<file path="src/rtl/vga_rect_compositor.sv">
// VGA timing generator that composites NUM_RECT programmable rectangles over a background.
// Config writes land in a pending bank that is copied to the live bank at a frame boundary.
module vga_rect_compositor #(
  parameter int H_ACTIVE = 800,
  parameter int H_FP     = 56,
  parameter int H_SYNC   = 120,
  parameter int H_BP     = 64,
  parameter int V_ACTIVE = 600,
  parameter int V_FP     = 37,
  parameter int V_SYNC   = 6,
  parameter int V_BP     = 23,
  parameter int SYNC_POL = 1,
  parameter int CLK_DIV  = 1,
  parameter int NUM_RECT = 4,
  parameter int COLOR_W  = 1
) (
  input  logic                 clk,
  input  logic                 rst,
  input  logic                 cfg_valid,
  output logic                 cfg_ready,
  input  logic [3:0]           cfg_idx,
  input  logic [11:0]          cfg_x0,
  input  logic [11:0]          cfg_y0,
  input  logic [11:0]          cfg_x1,
  input  logic [11:0]          cfg_y1,
  input  logic [3*COLOR_W-1:0] cfg_color,
  input  logic                 cfg_en,
  input  logic                 commit,
  input  logic [3*COLOR_W-1:0] bg_color,
  output logic                 commit_pending,
  output logic                 frame_start,
  output logic                 h_sync,
  output logic                 v_sync,
  output logic [COLOR_W-1:0]   r_out,
  output logic [COLOR_W-1:0]   g_out,
  output logic [COLOR_W-1:0]   b_out
);
  localparam int CW    = 12;
  localparam int RGB_W = 3 * COLOR_W;
  localparam int DIV_W = (CLK_DIV > 1) ? $clog2(CLK_DIV) : 1;

  localparam logic [CW-1:0] H_LAST   = CW'(H_ACTIVE + H_FP + H_SYNC + H_BP - 1);
  localparam logic [CW-1:0] V_LAST   = CW'(V_ACTIVE + V_FP + V_SYNC + V_BP - 1);
  localparam logic [CW-1:0] H_ACT    = CW'(H_ACTIVE);
  localparam logic [CW-1:0] V_ACT    = CW'(V_ACTIVE);
  localparam logic [CW-1:0] HS_START = CW'(H_ACTIVE + H_FP);
  localparam logic [CW-1:0] HS_END   = CW'(H_ACTIVE + H_FP + H_SYNC);
  localparam logic [CW-1:0] VS_START = CW'(V_ACTIVE + V_FP);
  localparam logic [CW-1:0] VS_END   = CW'(V_ACTIVE + V_FP + V_SYNC);
  localparam logic          SYNC_ON  = (SYNC_POL != 0);

  typedef struct packed {
    logic             en;
    logic [CW-1:0]    x0;
    logic [CW-1:0]    y0;
    logic [CW-1:0]    x1;
    logic [CW-1:0]    y1;
    logic [RGB_W-1:0] color;
  } rect_t;

  logic [DIV_W-1:0] div_cnt;
  logic             pe;
  logic [CW-1:0]    hc, vc;
  logic             copy;

  assign pe = (div_cnt == '0);
  // Copy happens on the last pixel of the frame so the new bank is in place for pixel (0,0).
  assign copy      = pe && (hc == H_LAST) && (vc == V_LAST) && commit_pending;
  assign cfg_ready = !copy;

  // NOTE: every sequential block uses non-blocking assignments so all state updates
  // see pre-edge values, independent of block ordering.
  always_ff @(posedge clk or negedge rst) begin
    if (!rst) begin
      div_cnt <= '0;
      hc      <= '0;
      vc      <= '0;
    end else begin
      div_cnt <= (div_cnt == DIV_W'(CLK_DIV - 1)) ? '0 : div_cnt + 1'b1;
      if (pe) begin
        if (hc == H_LAST) begin
          hc <= '0;
          vc <= (vc == V_LAST) ? '0 : vc + 1'b1;
        end else begin
          hc <= hc + 1'b1;
        end
      end
    end
  end

  rect_t pend [NUM_RECT];
  rect_t live [NUM_RECT];

  // NOTE: the banks are a handful of registers, not RAM, so every slot is reset
  // explicitly and comes up disabled.
  always_ff @(posedge clk or negedge rst) begin
    if (!rst) begin
      commit_pending <= 1'b0;
      for (int i = 0; i < NUM_RECT; i++) begin
        pend[i] <= '0;
        live[i] <= '0;
      end
    end else begin
      if (commit)    commit_pending <= 1'b1;
      else if (copy) commit_pending <= 1'b0;
      for (int i = 0; i < NUM_RECT; i++) begin
        if (cfg_valid && cfg_ready && cfg_idx == 4'(i))
          pend[i] <= '{en: cfg_en, x0: cfg_x0, y0: cfg_y0, x1: cfg_x1, y1: cfg_y1,
                       color: cfg_color};
        if (copy) live[i] <= pend[i];
      end
    end
  end

  logic [NUM_RECT-1:0] hit_1;
  logic [RGB_W-1:0]    color_1 [NUM_RECT];
  logic                active_1, hs_1, vs_1, fs_1;

  // Colours travel with the hit flags so a bank swap cannot split one pixel across banks.
  always_ff @(posedge clk or negedge rst) begin
    if (!rst) begin
      hit_1    <= '0;
      active_1 <= 1'b0;
      hs_1     <= 1'b0;
      vs_1     <= 1'b0;
      fs_1     <= 1'b0;
      for (int i = 0; i < NUM_RECT; i++) color_1[i] <= '0;
    end else if (pe) begin
      for (int i = 0; i < NUM_RECT; i++) begin
        hit_1[i]   <= live[i].en && (live[i].x0 <= hc) && (hc <= live[i].x1)
                                 && (live[i].y0 <= vc) && (vc <= live[i].y1);
        color_1[i] <= live[i].color;
      end
      active_1 <= (hc < H_ACT) && (vc < V_ACT);
      hs_1     <= (hc >= HS_START) && (hc < HS_END);
      vs_1     <= (vc >= VS_START) && (vc < VS_END);
      fs_1     <= (hc == '0) && (vc == '0);
    end
  end

  logic [RGB_W-1:0] pix;

  // NOTE: pix gets its default before any condition, so no path leaves it unassigned
  // and no latch is inferred.
  always_comb begin
    pix = bg_color;
    for (int i = NUM_RECT - 1; i >= 0; i--) begin
      if (hit_1[i]) pix = color_1[i];
    end
    if (!active_1) pix = '0;
  end

  always_ff @(posedge clk or negedge rst) begin
    if (!rst) begin
      h_sync                <= !SYNC_ON;
      v_sync                <= !SYNC_ON;
      {r_out, g_out, b_out} <= '0;
      frame_start           <= 1'b0;
    end else begin
      frame_start <= pe && fs_1;
      if (pe) begin
        h_sync                <= hs_1 ? SYNC_ON : !SYNC_ON;
        v_sync                <= vs_1 ? SYNC_ON : !SYNC_ON;
        {r_out, g_out, b_out} <= pix;
      end
    end
  end

endmodule

</file>
<file path="config.mk">
export PLATFORM = sky130hd
export DESIGN_NAME = vga_rect_compositor
export DESIGN_NICKNAME = d
export VERILOG_FILES = /design/src/rtl/vga_rect_compositor.sv
export SDC_FILE = /design/constraint.sdc
export NUM_CORES = 1
export LEC_CHECK = 0
export CORE_UTILIZATION = 35
export CTS_CLUSTER_DIAMETER = 50
export CTS_CLUSTER_SIZE = 8
export DETAILED_ROUTE_END_ITERATION = 12
export PLACE_DENSITY_LB_ADDON = 0.1
export SYNTH_ARGS = -nofsm -noshare
export SYNTH_HDL_FRONTEND = slang
export SYNTH_SLANG_ARGS = --single-unit
</file>
<file path="constraint.sdc">
create_clock -name clk -period 2.5 [get_ports clk]
set_input_delay 0.625 -clock clk [delete_from_list [all_inputs] [get_ports clk]]
set_output_delay 0.625 -clock clk [all_outputs]
set_load 0.02 [all_outputs]
</file>
### Yosys cells after proc, flatten, opt, wreduce, memory -nomap -nowiden

Cells that the tools add are included.

| storage, ports and cells | value |
|---|---|
| register bits | 468 |
| input port bits | 63 |

| cells by class | value |
|---|---|
| add/subtract/negate cells | 3 |
| $lt $le $gt $ge | 22 |
| eq/ne operators | 5 |
| mux-type cells | 12 |
| bitwise logic cells | 1 |
| reductions and logical operators | 35 |

Operator list:

| cell | number |
|---|---|
| $le A12 B12 Y1 | 16 |
| $lt A12 B10 Y1 const B | 4 |
| $logic_and A1 B1 Y1 | 29 |
| $add A12 B1 Y12 const B | 2 |
| $ge A12 B10 Y1 const B | 2 |
| $logic_not A12 Y1 | 2 |
| $mux W12 | 2 |
| $mux W3 | 5 |
| $eq A12 B10 Y1 const B | 1 |
| $eq A12 B11 Y1 const B | 1 |
| $eq A4 B2 Y1 const B | 2 |
| $mux W1 | 5 |
| $eq A4 B1 Y1 const B | 1 |
| $logic_not A4 Y1 | 1 |
| $reduce_and A2 Y1 | 1 |
| $reduce_bool A2 Y1 | 1 |
| $add A1 B1 Y1 const B | 1 |
| $logic_not A1 Y1 | 1 |
| $not A1 Y1 | 1 |

### Depth between registers and ports, before layout

| logic depth | value |
|---|---|
| depth after elaboration | 7 |
| mapped depth | 9 |
| mapped depth without buffers | 8 |

### Worst setup path after synthesis

Ideal clock, no wire load.

| timing path | value |
|---|---|
| path type | register -> register |
| from | register hc[0] |
| to | register pend[158] (netlist bit) |
| setup time | 0.127 ns |
| arrival | 2.402 ns |
| data required time | 2.373 ns |
| slack | -0.030 ns |
| cell stages (with the launch flop) | 10 |
| buffers on the path | 2 |
| path through | dfrtp_1 ha_1 and3_1 and4b_1 buf_4 nand3_2 nand2_2 nor4b_4 buf_6 mux2_1 |

| between the ends | value |
|---|---|
| longest elaborated chain between the ends | 7 |

Ends and longest elaborated chain:

| what | line | source |
|---|---|---|
| start, declared | 63 | `logic [CW-1:0] hc, vc;` |
| start signal, assigned | 85 | `hc <= hc + 1'b1;` |
| $eq A12 B11 Y1 | 68 | `assign copy = pe && (hc == H_LAST) && (vc == V_LAST) && commit_pending;` |
| $logic_and A1 B1 Y1 (3 in series) | 68 |  |
| $logic_not A1 Y1 | 69 | `assign cfg_ready = !copy;` |
| $logic_and A1 B1 Y1 (2 in series) | 107 | `if (cfg_valid && cfg_ready && cfg_idx == 4'(i))` |
| end signal, assigned by index | 108 | `pend[i] <= '{en: cfg_en, x0: cfg_x0, y0: cfg_y0, x1: cfg_x1, y1: cfg_y1,` |
| end, declared | 91 | `rect_t pend [NUM_RECT];` |

Every way passes these cells.
A chain may end at the register's enable or synchronous reset.

### Worst setup path after layout

| timing path | value |
|---|---|
| from | register hc[5] |
| to | output cfg_ready |

| between the ends | value |
|---|---|
| longest elaborated chain between the ends | 5 |

Ends and longest elaborated chain:

| what | line | source |
|---|---|---|
| $eq A12 B11 Y1 | 68 |  |
| $logic_and A1 B1 Y1 (3 in series) | 68 |  |
| $logic_not A1 Y1 | 69 |  |
| end, declared | 20 | `output logic cfg_ready,` |

Every way passes these cells.

==> metrics list <==
* Result of the run: finished, violations left
- Failing checks: negative setup slack
- Count of mapped cells out of synthesis: 1655
- Starting density of the core: 0.356
- The finished cells cover 27800 sq um.
- Largest family of logic cells by synthesized area: multiplexers
- STA puts the critical path data arrival time at 2.10 ns.
- In this run the deepest clock path goes through 3 buffers.
- Yosys reg bits: about 470
- Number of global-route vias before repair: 15064
- Counting the buffers created by CTS gives 76.
* Unrepaired setup endpoints after global routing: yes
- Dividing the synthesized area by the synthesized cell count gives 13.3 sq um.
* Final period utilization: 1.09
- Worst min path class: reg2reg
* Non-Filler Instances: 2778
* Count of different cell masters after synthesis: 55
- Diodes inserted: 0
- Min Clock Period, post-route: 2.72 ns
* Root buffer cell: sky130_fd_sc_hd__clkbuf_16
- Routability-driven placement finished with a final weighted congestion of about 0.86.
- After the first detailed-routing iteration, the DRC count stood at ~640.
* Static leakage: around 0.013 uW
- Of the post-synthesis cell area, the dominant cell type holds 0.529.
- In the final timing run, aggregate negative setup slack is -12.26 ns.
* Std-Cell Core Area: 62100 sq um
- Most common library cell in the layout ignoring fill and taps: sky130_fd_sc_hd__dfrtp_1
- Across the VDD grid, the largest voltage drop is around 410 uV.
- Summed over all layers, the routed wires come to 56500 microns.
- Synth area leaders: sky130_fd_sc_hd__dfrtp_1 (53%), sky130_fd_sc_hd__mux2_2 (12%), sky130_fd_sc_hd__ha_1 (11%), sky130_fd_sc_hd__mux2_1 (8.9%), sky130_fd_sc_hd__inv_1 (2.1%)
- Summed over all instances, the cell type with the most area after synthesis is sky130_fd_sc_hd__dfrtp_1.
- Crit end category: primary output
- CTS tree: yes
* Count of final setup violators: roughly 150
* Areal power density over the cells: 708 nW/um^2
- In this run the worst path has a maximum fanout of 3.
- Proportion of register bits with asynchronous set or reset after synthesis: 1.00
- Detail-routed via count per cell: approximately 5
- From left edge to right edge, the die measures 253 microns.
- I/O pin count: 71
* Register area share after synthesis: 0.529
- Number of DRC violations after detailed routing: 0
- The count of nets left with antenna violations once routing finished came out at 0.
* Startpoint-to-endpoint class of the critical path: reg2out
* Post-DR wirelength/cell: 20.4 microns
* Clock-pin slew on the worst setup and hold paths: 0.05 ns
* Skew final: 0.0172 ns
- Clock tree synthesis found a total of 467 sinks.
* Fraction of the mapped netlist area in adder cells: 0.112
- H-tree depth: 3
* Final Hold Violating Endpoints: 0
* Row count: 91
* Wire length of the first global-routing pass: between 90000 and 100000 microns
- Simple logic cell fraction of the synthesized area: 0.0549
* Pin count of the biggest net entering global routing: 78
- The number of max-slew violations in the final report was 0.
- Pin slew with the least headroom to its limit: 0.587 ns
* First-pass DRT Iterations: 4
* Proportion of layout cells with a drive suffix above 1: 0.276
- In the post-route analysis, the smallest setup slack over all paths is -0.222 ns.
- The number of placed instances, taps included, is between 2000 and 3000.
- Max-capacitance violation count: 0
- The count of buffers added on input and output ports is 70.
- All-layer global routing usage: 0.186
- Summed over all nets, the half-perimeter wirelength after detailed placement is 40600 microns.
- Xor and xnor fraction of the mapped netlist area: 0.00634
- Overflow after GRT: 0
- The worst pin sits at a relative slew slack of 0.607.
- Most frequent cells in the layout: sky130_fd_sc_hd__dfrtp_1 (465), sky130_fd_sc_hd__mux2_2 (209), sky130_fd_sc_hd__ha_1 (196)
- For the worst setup path, the data required time is 1.88 ns.
* Synth-to-Final Area Change: 25.8%
- Type of element launching the critical path: register
- The die is 253 microns tall.
- Vias: 13804
* Synth Cell Area: approximately 22000 sq um
* Cell area after placement: 24900 sq um
- Net count after synthesis: 1915
- Multiplexer share of the synthesized area: 0.216
- For this run, the leading register cell type out of synthesis is sky130_fd_sc_hd__dfrtp_1.
- Fmax: 367 MHz
- Later-pin clock latency in the skew report: approximately 0.60 ns
* Number of warnings issued by yosys: 0
- Final Net Count: 2171
- The area fraction in compound gates after synthesis is 0.0458.
* Number of flops mapped to enable cells by yosys: 0
- The floorplan step defined a die boundary enclosing 64100 sq um.
- The initial antenna violation count was 0.
path summary, 6_finish.rpt:
check | start | endpoint | slack (ns) | cells after the start
worst min-delay path | vs_1$_DFF_PN0_ | v_sync$_DFF_PN0_ | 0.35 | 0
max in group asynchronous | rst | pend[48]$_DFFE_PN0P_ | 1.03 | 4
worst max register to register | vc[10]$_DFFE_PN0N_ | pend[162]$_DFFE_PN0P_ | -0.19 | 11
worst min register to register | vs_1$_DFF_PN0_ | v_sync$_DFF_PN0_ | 0.35 | 0
min in group asynchronous | rst | frame_start$_DFF_PN0_ | 0.61 | 2
worst max-delay path | hc[5]$_DFF_PN0_ | cfg_ready | -0.22 | 5
registers in the layout, indices dropped and copies added, names as in the netlist, 4 cells and up:
signal   cells
live       208
pend       208
color_1     12
hc          12
vc          12
hit_1        4
routing by layer:
layer  GRT usage  vias up  wire, microns
met5           0        -              0
met3      0.0318       73           2340
met4      0.0686        0           1450
li1            -     6500              -
met1       0.257     7009          26900
met2       0.293      222          25900
per-stage QoR:
step	hold WS, ns	util	worst slack, ns	power [uW]
6_report	0.347	0.448	-0.222	19700
5_1_grt	0.361	0.448	-0.295	20600
4_1_cts	0.352	0.446	-0.238	20000
3_5_place_dp	0.346	0.401	-0.266	10000
3_3_place_gp	0.339	0.401	-0.259	9930
2_1_floorplan	0.329	-	0.00445	9400
where the power goes:
part           total [uW]  switching (uW)  internal, uW
logic                1270             467           802
clock network        9670            3470          6200
registers            8730             366          8360
Yosys cell counts (all sizes together), types with 3 or more instances:
cell type and count:
nor2 25, a211oi 14, nand3 34, and3 4
buf 44, nand2 44, mux2i 8, nor3 20
and2 4, mux2 416, nand2b 3, or3 6
o22ai 3, ha 197, a21oi 71, o21ai 23
dfrtp 467, nand4 47, a2111oi 8, a21o 16
nor2b 16, inv 122, xnor2 15, o211ai 14
nor4 7
final cells by class:
type	instances	area, sq um
tap	837	1050
multi-input combinational	1020	9870
timing repair buffer	224	2420
clock buffer	91	2070
clock inverter	17	223
inverter	122	458
fill	5656	34300
sequential	467	11700
worst max-delay path, stage by stage (launching register included):
cell,delay [ns]
sky130_fd_sc_hd__dfrtp_1,0.37
sky130_fd_sc_hd__or3_1,0.39
sky130_fd_sc_hd__and4b_2,0.34
sky130_fd_sc_hd__and2_4,0.17
sky130_fd_sc_hd__nand2_4,0.07
sky130_fd_sc_hd__buf_6,0.15
cell families (layout without fill, tap and decap cells):
logic type                 count (synthesis)  after routing
and+or+nand+nor                          219            219
adders and majority gates                197            197
DFF                                      467            467
buffers and inverters                    168            454
xor gates and xnor gates                  16             16
AOI/OAI and AO/OA                        164            164
muxes                                    424            424
what timing repair did:
item                       CTS  global route
hold buffers                 1             0
setup endpoints to repair  227           372
resized for setup           68            21
hold endpoints to repair    39             0
cloned                       5             0
pin swaps                    7             2
buffers inserted            12             3
(Power assumes the default switching activity.)
